## config.mk

```make
export PLATFORM = sky130hd
export DESIGN_NAME = uart_rx
export DESIGN_NICKNAME = d
export VERILOG_FILES = /design/src/rtl/uart_rx.sv
export SDC_FILE = /design/constraint.sdc
export NUM_CORES = 1
export LEC_CHECK = 0
export ABC_AREA = 1
export BUFFER_PORTS_ARGS = -buffer_cell sky130_fd_sc_hd__buf_2
export CAP_MARGIN = 20
export CORE_ASPECT_RATIO = 1.75
export CORE_MARGIN = 2
export CORE_UTILIZATION = 55
export DETAILED_ROUTE_END_ITERATION = 7
export MAX_ROUTING_LAYER = met4
export PLACE_DENSITY = 0.77
export SYNTH_ARGS = -nofsm -noshare
export SYNTH_HDL_FRONTEND = slang
export SYNTH_SLANG_ARGS = --single-unit
```

## constraint.sdc

```tcl
create_clock -name clk -period 2.2 [get_ports clk]
set_clock_uncertainty 0.15 [all_clocks]
set_input_delay 0.22 -clock clk [delete_from_list [all_inputs] [get_ports clk]]
set_output_delay 0.22 -clock clk [all_outputs]
set_load 0.03 [all_outputs]
```

## src/rtl/uart_rx.sv

```systemverilog
// 8N1 UART receiver: two-flop synchronizer, mid-bit sampling from a half-bit
// start qualification, one-cycle valid / framing-error strobes.
module uart_rx #(
  parameter int unsigned CLOCKS_PER_BAUD = 868
) (
  input  logic       clk,
  input  logic       rst_n,
  input  logic       rx,
  output logic [7:0] data_o,
  output logic       valid_o,
  output logic       framing_error_o
);

  localparam logic [15:0] BAUD_LAST = 16'(CLOCKS_PER_BAUD - 1);
  localparam logic [15:0] HALF_LAST = 16'((CLOCKS_PER_BAUD / 2) - 1);

  typedef enum logic [2:0] {HOLD, IDLE, START, DATA, STOP} state_t;

  logic        rx_meta_r;
  logic        rx_s;
  state_t      state_r, state_s;
  logic [15:0] baud_cnt_r, baud_cnt_s;
  logic [2:0]  bit_idx_r, bit_idx_s;
  logic [7:0]  shift_r, shift_s;
  logic [7:0]  data_s;
  logic        valid_s;
  logic        fe_s;

  // Two-flop synchronizer for the asynchronous serial line, idle-high at reset
  always_ff @(posedge clk or negedge rst_n) begin
    if (!rst_n) begin
      rx_meta_r <= 1'b1;
      rx_s      <= 1'b1;
    end else begin
      rx_meta_r <= rx;
      rx_s      <= rx_meta_r;
    end
  end

  // State, counters and registered outputs
  always_ff @(posedge clk or negedge rst_n) begin
    if (!rst_n) begin
      state_r         <= HOLD;
      baud_cnt_r      <= 16'd0;
      bit_idx_r       <= 3'd0;
      shift_r         <= 8'd0;
      data_o          <= 8'd0;
      valid_o         <= 1'b0;
      framing_error_o <= 1'b0;
    end else begin
      state_r         <= state_s;
      baud_cnt_r      <= baud_cnt_s;
      bit_idx_r       <= bit_idx_s;
      shift_r         <= shift_s;
      data_o          <= data_s;
      valid_o         <= valid_s;
      framing_error_o <= fe_s;
    end
  end

  // Next-state and strobe decode
  always_comb begin
    state_s    = state_r;
    baud_cnt_s = baud_cnt_r;
    bit_idx_s  = bit_idx_r;
    shift_s    = shift_r;
    data_s     = data_o;
    valid_s    = 1'b0;
    fe_s       = 1'b0;
    case (state_r)
      HOLD: begin
        // Wait until the synchronizer holds real post-reset samples, so its
        // reset-to-1 contents cannot fake an idle line.
        if (baud_cnt_r < 16'd2) begin
          baud_cnt_s = baud_cnt_r + 16'd1;
        end else if (rx_s) begin
          state_s    = IDLE;
          baud_cnt_s = 16'd0;
        end else begin
          baud_cnt_s = baud_cnt_r;
        end
      end
      IDLE: begin
        if (!rx_s) begin
          state_s    = START;
          baud_cnt_s = 16'd0;
        end else begin
          baud_cnt_s = 16'd0;
        end
      end
      START: begin
        if (baud_cnt_r == HALF_LAST) begin
          baud_cnt_s = 16'd0;
          bit_idx_s  = 3'd0;
          if (!rx_s) begin
            state_s = DATA;
          end else begin
            state_s = IDLE;
          end
        end else begin
          baud_cnt_s = baud_cnt_r + 16'd1;
        end
      end
      DATA: begin
        if (baud_cnt_r == BAUD_LAST) begin
          baud_cnt_s         = 16'd0;
          shift_s[bit_idx_r] = rx_s;
          bit_idx_s          = bit_idx_r + 3'd1;
          if (bit_idx_r == 3'd7) begin
            state_s = STOP;
          end else begin
            state_s = DATA;
          end
        end else begin
          baud_cnt_s = baud_cnt_r + 16'd1;
        end
      end
      STOP: begin
        if (baud_cnt_r == BAUD_LAST) begin
          baud_cnt_s = 16'd0;
          if (rx_s) begin
            data_s  = shift_r;
            valid_s = 1'b1;
            state_s = IDLE;
          end else begin
            fe_s    = 1'b1;
            state_s = HOLD;
          end
        end else begin
          baud_cnt_s = baud_cnt_r + 16'd1;
        end
      end
      default: begin
        state_s    = HOLD;
        baud_cnt_s = 16'd0;
      end
    endcase
  end

endmodule

```

==> impl_metrics.toml, run 1 <==
[clock_tree]
cts_buffers = 5
cts.repair.resized = 0
cts.repair_timing.setup_buffer_count = 0
clk_pin_slew_worst_paths_ps = 80
cts_max_level = 2
worst_skew_pair.late_latency_ps = 300
cts_max_path_buffers = 2
root_buffer = "sky130_fd_sc_hd__clkbuf_8"
cts-hold-fix-buffers = 2
clock_tree_from_tritoncts = "done"
clock-sinks = 42

[pwr]
report.power.total_mw = 2.14
cellPowerDensity_mw_per_mm2 = 763
max-vdd-ir-drop_v = 0.000694
leakagePower_nw = 1.38

[routing]
drtPass1Iterations = 5
drt-total-wl_um = 6390
antenna_violating_nets_post_route = 0
remaining_drc_errors = 0
vias_after_detailed_routing = 2420
detail_route.wl_per_cell_um = 15.3
route.detailed.vias_per_inst = 5.80
initialDrtViolationCount = 91

[synth]
synthCells = 347
yosysUniqueCellTypes = 31
mappedNetlistNets = 354
synth_area_mm2 = 0.00257
synth.ff_latch_count = 42
yosysSeqAreaShare_pct = 41.1
synth_area_per_cell_um2 = 7.40
ys_warn_count = 0

[worst_setup_path]
worstSetupEndpointType = "register"
path_max_fanout = 7
timing.setup.critical_path_class = "register to register"
crit_path_max_incr_delay_ps = 450
cp_slowest_cell = "sky130_fd_sc_hd__dfrtp_1"
worstPathRequired_ps = 2240
crit_buf_inv = 2
path_delay_family = "simple AND/OR/NAND/NOR gates"
timing.critical_path.from_type = "register"
critical_path_arrival_ps = 1950
crit_path_cell_trace = "ha_1 > nand3_1 > inv_2 > nand2_1 > nor2_1 > nand2_1 > nand2_1 > inv_1 > nand3_1 > nand3_1"

[global_routing]
antenna_found_initial = 0
grt_pass1_vias = 2411
grt_pass1_wl_um = 10800
grt.overflow.total = 0
maximum_number_of_pins_on_one_net_before_global_route_repair = 43
groute.usage.overall_pct = 27.5

[die]
die_width_um = 55.6
core_area_mm2 = 0.00444
rows = 32
die-height_um = 94.4
dieArea_mm2 = 0.00525
io_pins = 13
initial_cell_density_of_the_core_pct = 57.7

[finish]
nets = 372
layout-drive-gt1-share_pct = 18.9
layout.core_utilization_pct = 63.1
layout.cell_area.non_filler_mm2 = 0.00280
n_fill_cell = 403
areaGrowthSynthToFinish_pct = 9.22
n_antenna_cell = 0
ff_latch_area_mm2 = 0.00105
combined_area_of_the_multi_input_logic_cells_mm2 = 0.00131

[timing]
timing.final.setup_violations = 0
worst_margin_pin_slew_ps = 542
hold_viol = 0
timing.fmax_mhz = 523
min_period_over_period_pct = 86.9
grt_setup_unrepaired = "false"
max-slew-margin-rel_pct = 63.8
period_needed_ps = 1910
timing.final.max_slew_violations = 0
totalNegativeSetupSlack_ps = 0

[place]
gp_congestion = 1.00
placement.io_buffers = 12
detailedPlacementHpwl_um = 4890
dpl-instance-area_mm2 = 0.00267

[outcome]
outcome = "completed"

[run]
maxCapViolCount = 0

[hold_path]
hold_path_class = "register to register"
==> worst paths after layout <==
kind / start / end / slack (ps) / cells after the start
hold reg to reg: rx_meta_r$_DFF_PN1_ / rx_s$_DFF_PN1_ / 210 / 0
setup reg to reg: baud_cnt_r[0]$_DFFE_PN0P_ / baud_cnt_r[6]$_DFFE_PN0P_ / 290 / 10
setup / recovery: baud_cnt_r[0]$_DFFE_PN0P_ / baud_cnt_r[6]$_DFFE_PN0P_ / 290 / 10
max in group asynchronous: rst_n / rx_s$_DFF_PN1_ / 1150 / 3
hold / removal: rx_meta_r$_DFF_PN1_ / rx_s$_DFF_PN1_ / 210 / 0
min in group asynchronous: rst_n / shift_r[5]$_DFFE_PN0P_ / 360 / 3
==> power by group <==
group	switching, mW	leakage [nW]	internal (mW)
combinational	0.469	0.758	0.175
clock	0.281	0.0514	0.339
sequential	0.0589	0.574	0.816
total	0.809	1.38	1.33
==> routing by layer <==
metal	share of wire [%]	track usage, %	up-vias
li1	-	-	1176
met1	35	26.0	1119
met2	55	48.9	91
met3	4.4	3.01	34
met4	6.0	23.2	0
met5	0	-	-
==> area by class of cell <==
class                   count  share of cell area, %
clock buffers               6                   2.59
clock inverters             2                   1.34
inverters                  44                   5.89
multi-input cells         255                   46.7
flip-flops and latches     42                   37.6
well taps                  51                   2.28
repair buffers             17                   3.66
==> registers in the layout (all words and copies together) (netlist names) <==
signal,flops
baud_cnt_r,16
data_o,8
shift_r,8
bit_idx_r,3
state_r,3
framing_error_o,1
rx_meta_r,1
rx_s,1
valid_o,1
==> cell families after synthesis <==
family,share of synthesized area (%)
and+or+nand+nor,40.1
buffers and inverters,8.00
DFF,41.1
AOI/OAI and AO/OA,8.58
adders and majority gates,1.95
xor gates and xnor gates,0.341
==> Yosys cell counts <==
cell / instances / share of area [%]
sky130_fd_sc_hd__clkbuf_1: 1 / 0.15
sky130_fd_sc_hd__nand2_2: 14 / 3.4
sky130_fd_sc_hd__o211ai_1: 7 / 2.0
sky130_fd_sc_hd__dfrtp_1: 40 / 39
sky130_fd_sc_hd__nand3_2: 1 / 0.39
sky130_fd_sc_hd__nor3_1: 11 / 2.1
sky130_fd_sc_hd__o21ai_0: 1 / 0.19
sky130_fd_sc_hd__o21bai_1: 2 / 0.58
sky130_fd_sc_hd__buf_6: 1 / 0.44
sky130_fd_sc_hd__nand2_1: 88 / 13
sky130_fd_sc_hd__o221ai_1: 2 / 0.68
sky130_fd_sc_hd__nor3_2: 1 / 0.39
sky130_fd_sc_hd__o21ai_1: 17 / 3.3
sky130_fd_sc_hd__a21oi_1: 2 / 0.39
sky130_fd_sc_hd__xor2_1: 1 / 0.34
sky130_fd_sc_hd__o21ai_2: 4 / 1.4
sky130_fd_sc_hd__clkinv_1: 1 / 0.15
sky130_fd_sc_hd__buf_4: 2 / 0.58
sky130_fd_sc_hd__and2_2: 1 / 0.29
sky130_fd_sc_hd__dfstp_2: 2 / 2.0
sky130_fd_sc_hd__inv_2: 13 / 1.9
sky130_fd_sc_hd__nand3b_1: 2 / 0.58
sky130_fd_sc_hd__nand4_1: 17 / 4.1
sky130_fd_sc_hd__nand3_1: 38 / 7.4
sky130_fd_sc_hd__ha_1: 4 / 2.0
sky130_fd_sc_hd__buf_2: 2 / 0.39
sky130_fd_sc_hd__nor2_1: 31 / 4.5
sky130_fd_sc_hd__nor2_2: 6 / 1.5
sky130_fd_sc_hd__nand3_4: 1 / 0.68
sky130_fd_sc_hd__inv_1: 30 / 4.4
sky130_fd_sc_hd__nor2_4: 4 / 1.8
==> per-stage QoR <==
| step | setup slack (ps) | std cells | hold slack [ps] |
|---|---|---|---|
| finish | 289 | 417 | 210 |
| global route | 76.8 | 417 | 210 |
| CTS | 303 | 417 | 213 |
| detailed placement | 316 | 407 | 169 |
| global placement | 377 | 407 | 165 |
| floorplan | 580 | 347 | -226 |
==> cells in the final DEF (no fill, tap or decap), types with 2 or more instances in the layout <==
master,n
sky130_fd_sc_hd__a21oi_1,2
sky130_fd_sc_hd__buf_2,12
sky130_fd_sc_hd__buf_4,3
sky130_fd_sc_hd__clkbuf_8,5
sky130_fd_sc_hd__dfrtp_1,40
sky130_fd_sc_hd__dfstp_2,2
sky130_fd_sc_hd__dlygate4sd3_1,2
sky130_fd_sc_hd__ha_1,4
sky130_fd_sc_hd__inv_1,30
sky130_fd_sc_hd__inv_2,13
sky130_fd_sc_hd__nand2_1,88
sky130_fd_sc_hd__nand2_2,14
sky130_fd_sc_hd__nand3_1,38
sky130_fd_sc_hd__nand3b_1,2
sky130_fd_sc_hd__nand4_1,17
sky130_fd_sc_hd__nor2_1,31
sky130_fd_sc_hd__nor2_2,6
sky130_fd_sc_hd__nor2_4,4
sky130_fd_sc_hd__nor3_1,11
sky130_fd_sc_hd__o211ai_1,7
sky130_fd_sc_hd__o21ai_1,17
sky130_fd_sc_hd__o21ai_2,4
sky130_fd_sc_hd__o21bai_1,2
sky130_fd_sc_hd__o221ai_1,2
No activity file was read; power rests on OpenSTA's default activity.
==> inputs of run 2 (changes only) <==
==> constraint.sdc (replaced) <==
create_clock -name clk -period 2.3 [get_ports clk]
set_clock_uncertainty 0.15 [all_clocks]
set_input_delay 0.23 -clock clk [delete_from_list [all_inputs] [get_ports clk]]
set_output_delay 0.23 -clock clk [all_outputs]
set_load 0.03 [all_outputs]
==> impl_metrics.toml, run 2 (same netlist as run 1, synthesis figures left out) <==
[timing]
grt_setup_unrepaired = "false"
timing.final.setup_violations = 0
timing.final.max_slew_violations = 0
totalNegativeSetupSlack_ps = 0
hold_viol = 0
max-slew-margin-rel_pct = 70.7
period_needed_ps = 1930
worst_margin_pin_slew_ps = 437
postLayoutSetupSlackWorst_ps = 366
timing.fmax_mhz = 517
min_period_over_period_pct = 84.1

[routing]
vias_after_detailed_routing = 2358
initialDrtViolationCount = 67
antenna_violating_nets_post_route = 0
remaining_drc_errors = 0
drt-total-wl_um = 6120
drtPass1Iterations = 4
detail_route.wl_per_cell_um = 14.7
route.detailed.vias_per_inst = 5.65

[worst_setup_path]
crit_path_frequent_cell = "sky130_fd_sc_hd__nand2_1"
crit_path_cell_trace = "ha_1 > nand3_1 > inv_2 > nand2_1 > nor2_1 > nand2_1 > nand2_1 > inv_1 > nand2_1 > nand3_1"
timing.critical_path.from_type = "register"
timing.setup.critical_path_class = "register to register"
worstPathRequired_ps = 2330
critical_path_arrival_ps = 1960
cp_slowest_cell = "sky130_fd_sc_hd__dfrtp_1"
crit_path_max_incr_delay_ps = 460
worstSetupEndpointType = "register"
crit_buf_inv = 2
path_max_fanout = 7
path_delay_family = "simple AND/OR/NAND/NOR gates"

[finish]
layout.core_utilization_pct = 62.7
layout-drive-gt1-share_pct = 19.1
largest_reg_flops = 16
layout.cell_area.non_filler_mm2 = 0.00279
n_antenna_cell = 0
nets = 372
areaGrowthSynthToFinish_pct = 8.63
reg_top3 = "baud_cnt_r: 16 flops, data_o: 8 flops, shift_r: 8 flops"
max_flop_register = "baud_cnt_r"
n_fill_cell = 393
most-common-layout-cells = "88 x sky130_fd_sc_hd__nand2_1, 40 x sky130_fd_sc_hd__dfrtp_1, 38 x sky130_fd_sc_hd__nand3_1"
leading_cell_type_in_the_layout_fill_and_taps_excluded = "sky130_fd_sc_hd__nand2_1"

[clock_tree]
cts_max_level = 2
root_buffer = "sky130_fd_sc_hd__clkbuf_8"
clock_tree_from_tritoncts = "done"
cts.repair.resized = 0
cts-hold-fix-buffers = 2
cts.repair_timing.setup_buffer_count = 0
clock-sinks = 42
cts_buffers = 5
clk_pin_slew_worst_paths_ps = 80
worst_skew_pair.late_latency_ps = 300
cts_max_path_buffers = 2

[die]
io_pins = 13
core_area_mm2 = 0.00444
die_width_um = 55.6
rows = 32
dieArea_mm2 = 0.00525
die-height_um = 94.4
initial_cell_density_of_the_core_pct = 57.7

[place]
dpl-instance-area_mm2 = 0.00267
detailedPlacementHpwl_um = 4790
detailedPlace.worstSlack_ps = 431
gp_congestion = 0.993
placement.io_buffers = 12

[global_routing]
grt_pass1_wl_um = 10100
grt.overflow.total = 0
maximum_number_of_pins_on_one_net_before_global_route_repair = 22
grt_pass1_vias = 2277
groute.usage.overall_pct = 25.7
antenna_found_initial = 0

[outcome]
outcome = "completed"

[run]
maxCapViolCount = 0

[pwr]
max-vdd-ir-drop_v = 0.000483
cellPowerDensity_mw_per_mm2 = 693
leakagePower_nw = 1.38

[hold_path]
hold_path_class = "register to register"
## run 2: cell types whose count changed in the layout (fill, tap and decap cells not counted)
cell / change
sky130_fd_sc_hd__bufinv_16: -1
sky130_fd_sc_hd__clkbuf_1: -1
sky130_fd_sc_hd__clkbuf_8: +1
sky130_fd_sc_hd__clkinv_2: +1
## run 2: final cells by class
type	count	area [um2]	share of cell area, %
sequential	42	1050	37.8
inverter	44	165	5.92
clock inverter	2	12.5	0.449
clock buffer	6	82.6	2.96
tap	51	63.8	2.29
timing repair buffer	17	103	3.68
multi-input combinational	255	1310	46.9
## run 2: final timing paths
check	start	to	slack (ps)	cells after the start
worst max-delay path	baud_cnt_r[0]$_DFFE_PN0P_	baud_cnt_r[6]$_DFFE_PN0P_	370	10
worst min-delay path	rx_meta_r$_DFF_PN1_	rx_s$_DFF_PN1_	200	0
worst max register to register	baud_cnt_r[0]$_DFFE_PN0P_	baud_cnt_r[6]$_DFFE_PN0P_	370	10
worst min register to register	rx_meta_r$_DFF_PN1_	rx_s$_DFF_PN1_	200	0
max in group asynchronous	rst_n	rx_meta_r$_DFF_PN1_	1130	3
min in group asynchronous	rst_n	data_o[5]$_DFFE_PN0P_	250	2
## run 2: through the flow
| stage | total power, mW | instances | hold slack (ps) |
|---|---|---|---|
| floorplan | 1.27 | 347 | -216 |
| finish | 1.93 | 417 | 202 |
| CTS | 1.95 | 417 | 206 |
| global placement | 1.43 | 407 | 48.7 |
| detailed placement | 1.44 | 407 | 50.6 |
| global route | 2.04 | 417 | 205 |
## run 2: routing by layer
metal  routed length (um)  GRT usage [%]  vias to the layer above  share of wire (%)
li1                     -              -                     1175                  -
met1                 2230           23.7                     1069                 37
met2                 3240           44.9                       75                 53
met3                  208           3.70                       39                3.4
met4                  434           23.4                        0                7.1
met5                    0              -                        -                  0
## run 2: power breakdown
group          total (mW)  switching (mW)  leakage (nW)  internal, mW
logic               0.594           0.433         0.757         0.161
registers           0.836          0.0559         0.574         0.780
clock network       0.502           0.261        0.0472         0.241
==> inputs of run 3 (changes only) <==
--- a/config.mk
+++ b/config.mk
@@ -13,7 +13,7 @@
 export CORE_UTILIZATION = 55
 export DETAILED_ROUTE_END_ITERATION = 7
 export MAX_ROUTING_LAYER = met4
-export PLACE_DENSITY = 0.77
+export PLACE_DENSITY = 0.8
 export SYNTH_ARGS = -nofsm -noshare
 export SYNTH_HDL_FRONTEND = slang
 export SYNTH_SLANG_ARGS = --single-unit
==> constraint.sdc (replaced) <==
create_clock -name clk -period 1.6 [get_ports clk]
set_clock_uncertainty 0.15 [all_clocks]
set_input_delay 0.16 -clock clk [delete_from_list [all_inputs] [get_ports clk]]
set_output_delay 0.16 -clock clk [all_outputs]
set_load 0.03 [all_outputs]
==> impl_metrics.toml, run 3 (same netlist as run 1, synthesis figures left out) <==
[die]
initial_cell_density_of_the_core_pct = 57.7
core_area_mm2 = 0.00444
die_width_um = 55.6
rows = 32
io_pins = 13
dieArea_mm2 = 0.00525
die-height_um = 94.4

[finish]
leading_cell_type_in_the_layout_fill_and_taps_excluded = "sky130_fd_sc_hd__nand2_1"
areaGrowthSynthToFinish_pct = 35.3
layout.cell_area.non_filler_mm2 = 0.00347
largest_reg_flops = 16
reg_top3 = "baud_cnt_r: 16 flops, data_o: 8 flops, shift_r: 8 flops"
max_flop_register = "baud_cnt_r"
stdcell_count = 471
layout.core_utilization_pct = 78.1
layout-drive-gt1-share_pct = 39.5
nets = 426
n_antenna_cell = 0
most-common-layout-cells = "80 x sky130_fd_sc_hd__nand2_1, 48 x sky130_fd_sc_hd__buf_4, 34 x sky130_fd_sc_hd__dfrtp_1"
n_fill_cell = 304

[routing]
initialDrtViolationCount = 176
vias_after_detailed_routing = 2910
drtPass1Iterations = 6
detail_route.wl_per_cell_um = 19.0
drt-total-wl_um = 8930
route.detailed.vias_per_inst = 6.18
remaining_drc_errors = 0
antenna_violating_nets_post_route = 0

[worst_setup_path]
crit_path_start = "baud_cnt_r[8]$_DFFE_PN0P_"
worstPathRequired_ps = 1630
crit_path_max_incr_delay_ps = 480
worstSetupEndpointType = "register"
regToRegStartpoint = "baud_cnt_r[8]$_DFFE_PN0P_"
timing.critical_path.from_type = "register"
path_max_fanout = 6
timing.setup.critical_path_class = "register to register"
critical_path_arrival_ps = 1880
cp_slowest_cell = "sky130_fd_sc_hd__dfrtp_2"
crit_path_cell_trace = "nor2_1 > nand2_1 > nor2_1 > nand2_2 > buf_4 > nand3_1 > nand3_1"

[timing]
postLayoutSetupSlackWorst_ps = -244
period_needed_ps = 1840
max-slew-margin-rel_pct = 66.7
hold_viol = 0
timing.final.max_slew_violations = 0
grt_setup_unrepaired = "true"
worst_margin_pin_slew_ps = 500
min_period_over_period_pct = 115
timing.fmax_mhz = 542
timing.final.setup_violations = 38

[pwr]
cellPowerDensity_mw_per_mm2 = 1030
power.switching_fraction_pct = 39.2
max-vdd-ir-drop_v = 0.000780
leakagePower_nw = 1.68
power.combinational.fraction_pct = 42.5
power_frac_seq_pct = 33.0
power.share.clock_pct = 24.5
internal-power_mw = 2.18
switching_power_mw = 1.40
report.power.total_mw = 3.58

[clock_tree]
root_buffer = "sky130_fd_sc_hd__clkbuf_8"
cts_max_level = 2
cts_buffers = 5
cts_max_path_buffers = 2
clock-sinks = 42
worst_skew_pair.late_latency_ps = 310
clk_pin_slew_worst_paths_ps = 90
clock_tree_from_tritoncts = "done"

[global_routing]
grt.overflow.total = 0
use_met2_pct = 63.6
groute.usage.overall_pct = 34.5
gr-max-usage-layer = "met2"
met3_usage_grt_pct = 5.34
maximum_number_of_pins_on_one_net_before_global_route_repair = 25
antenna_found_initial = 0
met1_usage_pct = 32.1
grt_pass1_vias = 2776
grt_pass1_wl_um = 13200

[place]
post-place-cells = 451
placement.io_buffers = 12
detailedPlace.worstSlack_ps = -145
dpl-instance-area_mm2 = 0.00304
gp_congestion = 1.01
detailedPlacementHpwl_um = 5850

[outcome]
violated_checks = "setup timing"
outcome = "complete, but fails checks"

[hold_path]
worstHoldStart = "rx_meta_r$_DFF_PN1_"
hold_path_class = "register to register"

[run]
maxCapViolCount = 0
[run 3: worst paths after layout]
path / endpoint / slack (ps) / cells after the start
worst max-delay path: baud_cnt_r[5]$_DFFE_PN0P_ / -240 / 7
worst min-delay path: rx_s$_DFF_PN1_ / 210 / 0
worst max register to register: baud_cnt_r[5]$_DFFE_PN0P_ / -240 / 7
worst min register to register: rx_s$_DFF_PN1_ / 210 / 0
max in group asynchronous: rx_meta_r$_DFF_PN1_ / 510 / 3
min in group asynchronous: baud_cnt_r[3]$_DFFE_PN0P_ / 220 / 2
[run 3: critical path, delay by kind of cell, from the launching register on]
kind          cells  cell delay, ps
buf+inv           1             190
flops             1             480
simple gates      6             890
[run 3: what timing repair did]
action | 4_1_cts | 5_1_grt
endpoints found under the hold margin | 19 | 0
resized for setup | 28 | 34
setup endpoints to repair | 33 | 39
hold buffers | 2 | 0
pin swaps | 12 | 8
setup buffers | 8 | 1
cloned | 1 | 0
[run 3: routing by layer]
metal  vias up  part of all wire (%)
met5         -                     0
met4         0                   7.7
met3        73                   6.0
met2       167                    54
met1      1384                    32
li1       1286                     -
[run 3: power groups by stage]
stage / Sequential, mW / Clock (mW) / Combinational (mW)
4_1_cts: 1.17 / 0.872 / 1.37
3_3_place_gp: 1.19 / 0 / 1.17
6_report: 1.18 / 0.877 / 1.52
3_5_place_dp: 1.19 / 0 / 1.20
2_1_floorplan: 1.21 / 0 / 0.621
5_1_grt: 1.18 / 0.913 / 1.58
[run 3: per-stage QoR]
step	hold slack, ps	TNS, ps
after floorplan	-286	0
after detailed placement	-8.19	-1460
after CTS	197	-568
after global placement	-7.32	-811
after global routing	210	-9530
final	214	-4930
[run 3: final cells by class]
cell class | count | area (um2) | area share [%]
Clock buffer | 6 | 72.6 | 2.09
Clock inverter | 2 | 37.5 | 1.08
Inverter | 44 | 173 | 4.97
Multi-Input combinational cell | 256 | 1510 | 43.4
Sequential cell | 42 | 1060 | 30.6
Tap cell | 51 | 63.8 | 1.84
Timing Repair Buffer | 70 | 557 | 16.0
